<file path="config.mk">
export PLATFORM = sky130hd
export DESIGN_NAME = fetch_stage
export DESIGN_NICKNAME = d
export VERILOG_FILES = /design/src/rtl/fetch_stage.sv
export SDC_FILE = /design/constraint.sdc
export NUM_CORES = 1
export LEC_CHECK = 0
export CAP_MARGIN = 20
export CORE_ASPECT_RATIO = 1.1
export CORE_MARGIN = 5
export CORE_UTILIZATION = 39
export DETAILED_ROUTE_END_ITERATION = 12
export GPL_TIMING_DRIVEN = 0
export PLACE_DENSITY_LB_ADDON = 0.12
export REMOVE_ABC_BUFFERS = 1
export SETUP_SLACK_MARGIN = 0.05
export SYNTH_ARGS = -nofsm -noshare
export SYNTH_HDL_FRONTEND = slang
export SYNTH_SLANG_ARGS = --single-unit
</file>
<file path="constraint.sdc">
create_clock -name clk -period 1.8 [get_ports clk]
set_input_delay 0.18 -clock clk [delete_from_list [all_inputs] [get_ports clk]]
set_output_delay 0.18 -clock clk [all_outputs]
set_load 0.05 [all_outputs]
</file>
<file path="src/rtl/fetch_stage.sv">
// ---------------------------------------------------------------------------
// fetch_stage
//   IF stage of the 5-stage pipeline. Holds the PC, drives the instruction
//   memory read address and captures the returned 16-bit instruction into
//   the IF/ID pipeline register. Handles hazard stalls, branch redirects,
//   flushes and a HALT opcode that stops sequential fetch.
//
// Ports
//   clk            in   1   clock, all state changes on posedge
//   rst            in   1   asynchronous, active-low reset
//   stall          in   1   hold PC and IF/ID contents
//   flush          in   1   squash IF/ID to NOP_INSTR (PC still advances)
//   branch_taken   in   1   redirect PC to branch_target (bit 0 cleared)
//   branch_target  in   16  redirect address
//   imem_instr     in   16  instruction read combinationally at imem_addr
//   imem_addr      out  16  current PC (direct copy of PC register)
//   ifid_instr     out  16  registered instruction for decode
//   ifid_pc_plus   out  16  registered PC+PC_STEP of that instruction
//   ifid_valid     out  1   ifid_instr is a real fetched instruction
//   halted         out  1   fetch FSM is in HALT
// ---------------------------------------------------------------------------
module fetch_stage #(
    parameter logic [15:0] RESET_PC  = 16'h0000,
    parameter int unsigned PC_STEP   = 2,
    parameter logic [15:0] NOP_INSTR = 16'h0000,
    parameter logic [3:0]  HALT_OP   = 4'hF
) (
    input  logic        clk,
    input  logic        rst,
    input  logic        stall,
    input  logic        flush,
    input  logic        branch_taken,
    input  logic [15:0] branch_target,
    input  logic [15:0] imem_instr,
    output logic [15:0] imem_addr,
    output logic [15:0] ifid_instr,
    output logic [15:0] ifid_pc_plus,
    output logic        ifid_valid,
    output logic        halted
);

    localparam int unsigned XLEN  = 16;
    localparam int unsigned OP_LO = 12;

    typedef enum logic {
        ST_RUN  = 1'b0,
        ST_HALT = 1'b1
    } state_t;

    state_t            state_q;
    logic [XLEN-1:0]   pc_q;
    logic [XLEN-1:0]   pc_next_seq;
    logic [XLEN-1:0]   redirect_pc;
    logic              is_halt_op;

    // Sequential successor wraps modulo 2^16 by construction.
    assign pc_next_seq = pc_q + XLEN'(PC_STEP);

    // Redirect targets are forced to instruction alignment.
    assign redirect_pc = {branch_target[XLEN-1:1], 1'b0};

    assign is_halt_op  = (imem_instr[XLEN-1:OP_LO] == HALT_OP);

    // Zero-latency read: the memory address is the PC itself.
    assign imem_addr   = pc_q;
    assign halted      = (state_q == ST_HALT);

    // Fetch FSM, PC and IF/ID register. Priority: branch > stall > flush > fetch.
    always_ff @(posedge clk or negedge rst) begin
        if (!rst) begin
            state_q      <= ST_RUN;
            pc_q         <= RESET_PC;
            ifid_instr   <= NOP_INSTR;
            ifid_pc_plus <= '0;
            ifid_valid   <= 1'b0;
        end else if (branch_taken) begin
            // Wrong-path squash; also the only way out of HALT.
            state_q    <= ST_RUN;
            pc_q       <= redirect_pc;
            ifid_instr <= NOP_INSTR;
            ifid_valid <= 1'b0;
        end else if (stall) begin
            // Hold everything.
        end else begin
            case (state_q)
                ST_RUN: begin
                    if (flush) begin
                        pc_q       <= pc_next_seq;
                        ifid_instr <= NOP_INSTR;
                        ifid_valid <= 1'b0;
                    end else begin
                        ifid_instr   <= imem_instr;
                        ifid_pc_plus <= pc_next_seq;
                        ifid_valid   <= 1'b1;
                        // HALT is still handed to decode, but the PC parks on it.
                        if (is_halt_op) begin
                            state_q <= ST_HALT;
                        end else begin
                            pc_q <= pc_next_seq;
                        end
                    end
                end
                ST_HALT: begin
                    // Emit bubbles until redirected or reset.
                    ifid_instr <= NOP_INSTR;
                    ifid_valid <= 1'b0;
                end
                default: begin
                    state_q <= ST_RUN;
                end
            endcase
        end
    end

endmodule

</file>
==> impl_metrics.py <==
metrics = {
    "grt": {
        "gr-total-overflow": 0,
        "grt_use_total_pct": 16.0,
        "grt_pass1_wl_mm": 9.48,
        "antenna_found_initial": 0,
        "grt_pass1_vias": 1980,
        "grt_max_degree": 26,
    },
    "placed_design": {
        "io_buffers": 83,
        "gp_congestion": 0.770,
        "dpl.hpwl_mm": 4.37,
    },
    "worst_setup_path": {
        "worst_setup_path_start_kind": "flip-flop",
        "worstSetupPathType": "reg -> reg",
        "cp_data_required_time_ns": 2.03,
        "cp_max_fo": 5,
        "arrival_ns": 2.04,
        "cp-end-kind": "flip-flop",
        "crit_start": "imem_addr[1]",
        "r2r-start": "imem_addr[1]",
    },
    "route": {
        "num_vias": 2018,
        "drc": 0,
        "wirelength_mm": 5.97,
        "wl_per_cell_um": 15.3,
        "dr.pass1.iters": 4,
        "drt_iter0_drc": 77,
        "ant_nets": 0,
        "via_per_inst": 5.16,
    },
    "logic_synthesis": {
        "netlist_instances": 228,
        "synth_warnings": 0,
        "ys.flop_type": "dfrtp_1",
        "avgSynthCellArea_um2": 9.97,
        "synth-edff-count": 0,
        "synth_area_um2": 2270,
        "ys_types": 39,
        "ys_seq_area_share_pct": 52.9,
        "synthArstFlopShare_pct": 100,
        "synth.ff_latch_count": 48,
    },
    "floorplan": {
        "rows": 29,
        "floorplan.initialDensity_pct": 39.6,
        "die_w_um": 82.8,
        "io_pins": 87,
        "dieArea_um2": 7450,
        "core_area_um2": 5730,
        "fp.dieH_um": 90.1,
    },
    "sta": {
        "final_max_slew_viol_count": 0,
        "fin_skew_ns": 0.00796,
        "setup_ws_ns": -0.0149,
        "fin_crit_ns": 1.81,
        "fmax_mhz": 551,
        "fin_tns_setup_ns": -0.0149,
        "grt_setup_unrepaired": "true",
        "tightest_slew_ns": 0.644,
        "hold_viol_final": 0,
        "setup_violations": 1,
        "fin_crit_sh_pct": 101,
        "slew_headroom_pct": 57.0,
        "hold-worst-slack_ns": 0.409,
    },
    "finish": {
        "final_cell_mix": "clkdlybuf4s50_1, dfrtp_1, nand2_1",
        "final_core_util_pct": 59.1,
        "syn_to_final_growth_pct": 49.2,
        "nets": 353,
        "layout-drive-gt1-share_pct": 12.7,
        "final_common_cell": "clkdlybuf4s50_1",
        "diodes": 0,
    },
    "cts": {
        "cts_buffer_depth": 2,
        "cts_tree": "done",
        "numCtsBuffers": 5,
        "htree_num_levels": 2,
        "path_clk_slew_ns": 0.09,
        "insertion_delay_ns": 0.30,
        "cts.sinks": 48,
        "cts-root-buf": "clkbuf_8",
    },
    "power": {
        "ir_worst_vdd_v": 0.000400,
        "p_per_area_nw_per_um2": 912,
        "leakagePower_nw": 1.40,
        "power.total_mw": 3.09,
    },
    "job": {
        "cap_violations": 0,
    },
    "worst_hold_path": {
        "hold_path_class": "in -> async",
    },
    "status": {
        "status": "finished with violations",
        "violations": "negative setup slack",
    },
}
-- final timing paths --
path                                   end  slack, ns  depth (start not counted)
setup / recovery             imem_addr[13]      -0.01                          5
hold / removal               imem_addr[13]       0.41                          2
setup reg to reg             imem_addr[13]      -0.01                          5
hold reg to reg            ifid_pc_plus[2]       0.47                          2
max in group asynchronous     imem_addr[6]       0.85                          3
min in group clk              imem_addr[1]       0.43                          3
-- cell type report --
class                           instances  area [um2]
Multi-Input combinational cell        160        1030
Inverter                                3        12.5
Clock inverter                          1        30.0
Fill cell                             538        2340
Tap cell                               77        96.3
Timing Repair Buffer                   97         946
Sequential cell                        48        1210
Clock buffer                            5        68.8
-- sequential cells by signal, indices dropped and copies added, names as in the netlist --
| signal | count |
|---|---|
| ifid_instr | 16 |
| ifid_pc_plus | 15 |
| imem_addr | 15 |
| ifid_valid | 1 |
| halted | 1 |
-- metal layers --
layer	track usage (%)	up-vias	wire length [um]
li1	-	988	-
met1	21.3	954	2670
met2	25.4	70	2780
met3	3.40	6	465
met4	5.59	0	61
met5	0	-	0
-- cell usage after synthesis (all sizes together), types with 3 or more instances --
| library cell | count | area share, % |
|---|---|---|
| nand3 | 3 | 0.88 |
| nand2 | 27 | 4.5 |
| a22o | 16 | 6.2 |
| clkbuf | 11 | 1.8 |
| o21ai | 21 | 4.6 |
| o211ai | 3 | 0.99 |
| a21oi | 3 | 0.66 |
| o31ai | 5 | 1.7 |
| or2 | 3 | 0.83 |
| xnor2 | 10 | 3.9 |
| a31oi | 10 | 2.8 |
| nor3 | 4 | 0.88 |
| nand4 | 6 | 1.7 |
| nor2 | 18 | 3.0 |
| xor2 | 7 | 2.7 |
| dfrtp | 48 | 53 |
| buf | 7 | 1.8 |
| or3 | 4 | 1.1 |
| or4 | 6 | 2.1 |
-- report_power, final --
| group | total [mW] | internal [mW] | switching, mW |
|---|---|---|---|
| sequential | 1.30 | 1.20 | 0.106 |
| clock | 0.732 | 0.399 | 0.333 |
| combinational | 1.06 | 0.380 | 0.677 |
| total | 3.09 | 1.98 | 1.12 |
-- logic make-up after synthesis --
family | share of synthesized area [%]
XOR/XNOR | 6.55
flip-flops | 52.9
adder cells (fa/ha/maj) | 0.551
AND/OR/NAND/NOR | 17.7
other | 0.165
buffers and inverters | 4.07
AO/OA/AOI/OAI | 17.6
multiplexers | 0.441
-- worst max-delay path, cell delays in order, from the launching register on --
cell	delay [ns]
dfrtp_2	0.41
ha_4	0.17
nand4_1	0.18
or4_4	0.48
or3_1	0.36
a31oi_1	0.16
-- stage by stage --
| stage | instances | setup WS [ns] | cell area (um2) |
|---|---|---|---|
| finish | 391 | -0.0149 | 3390 |
| global route | 391 | -0.0869 | 3390 |
| CTS | 387 | -0.00567 | 3340 |
| detailed placement | 375 | -0.436 | 3180 |
| global placement | 371 | -1.29 | 3120 |
| floorplan | 211 | -0.403 | 2190 |
-- what timing repair did --
action / CTS / global route
resized for setup: 28 / 6
pin swaps: 2 / 6
endpoints found under the setup margin: 24 / 20
endpoints found under the hold margin: 23 / 0
buffers inserted: 5 / 4
hold buffers: 1 / 0
No activity file was read; power rests on OpenSTA's default activity.
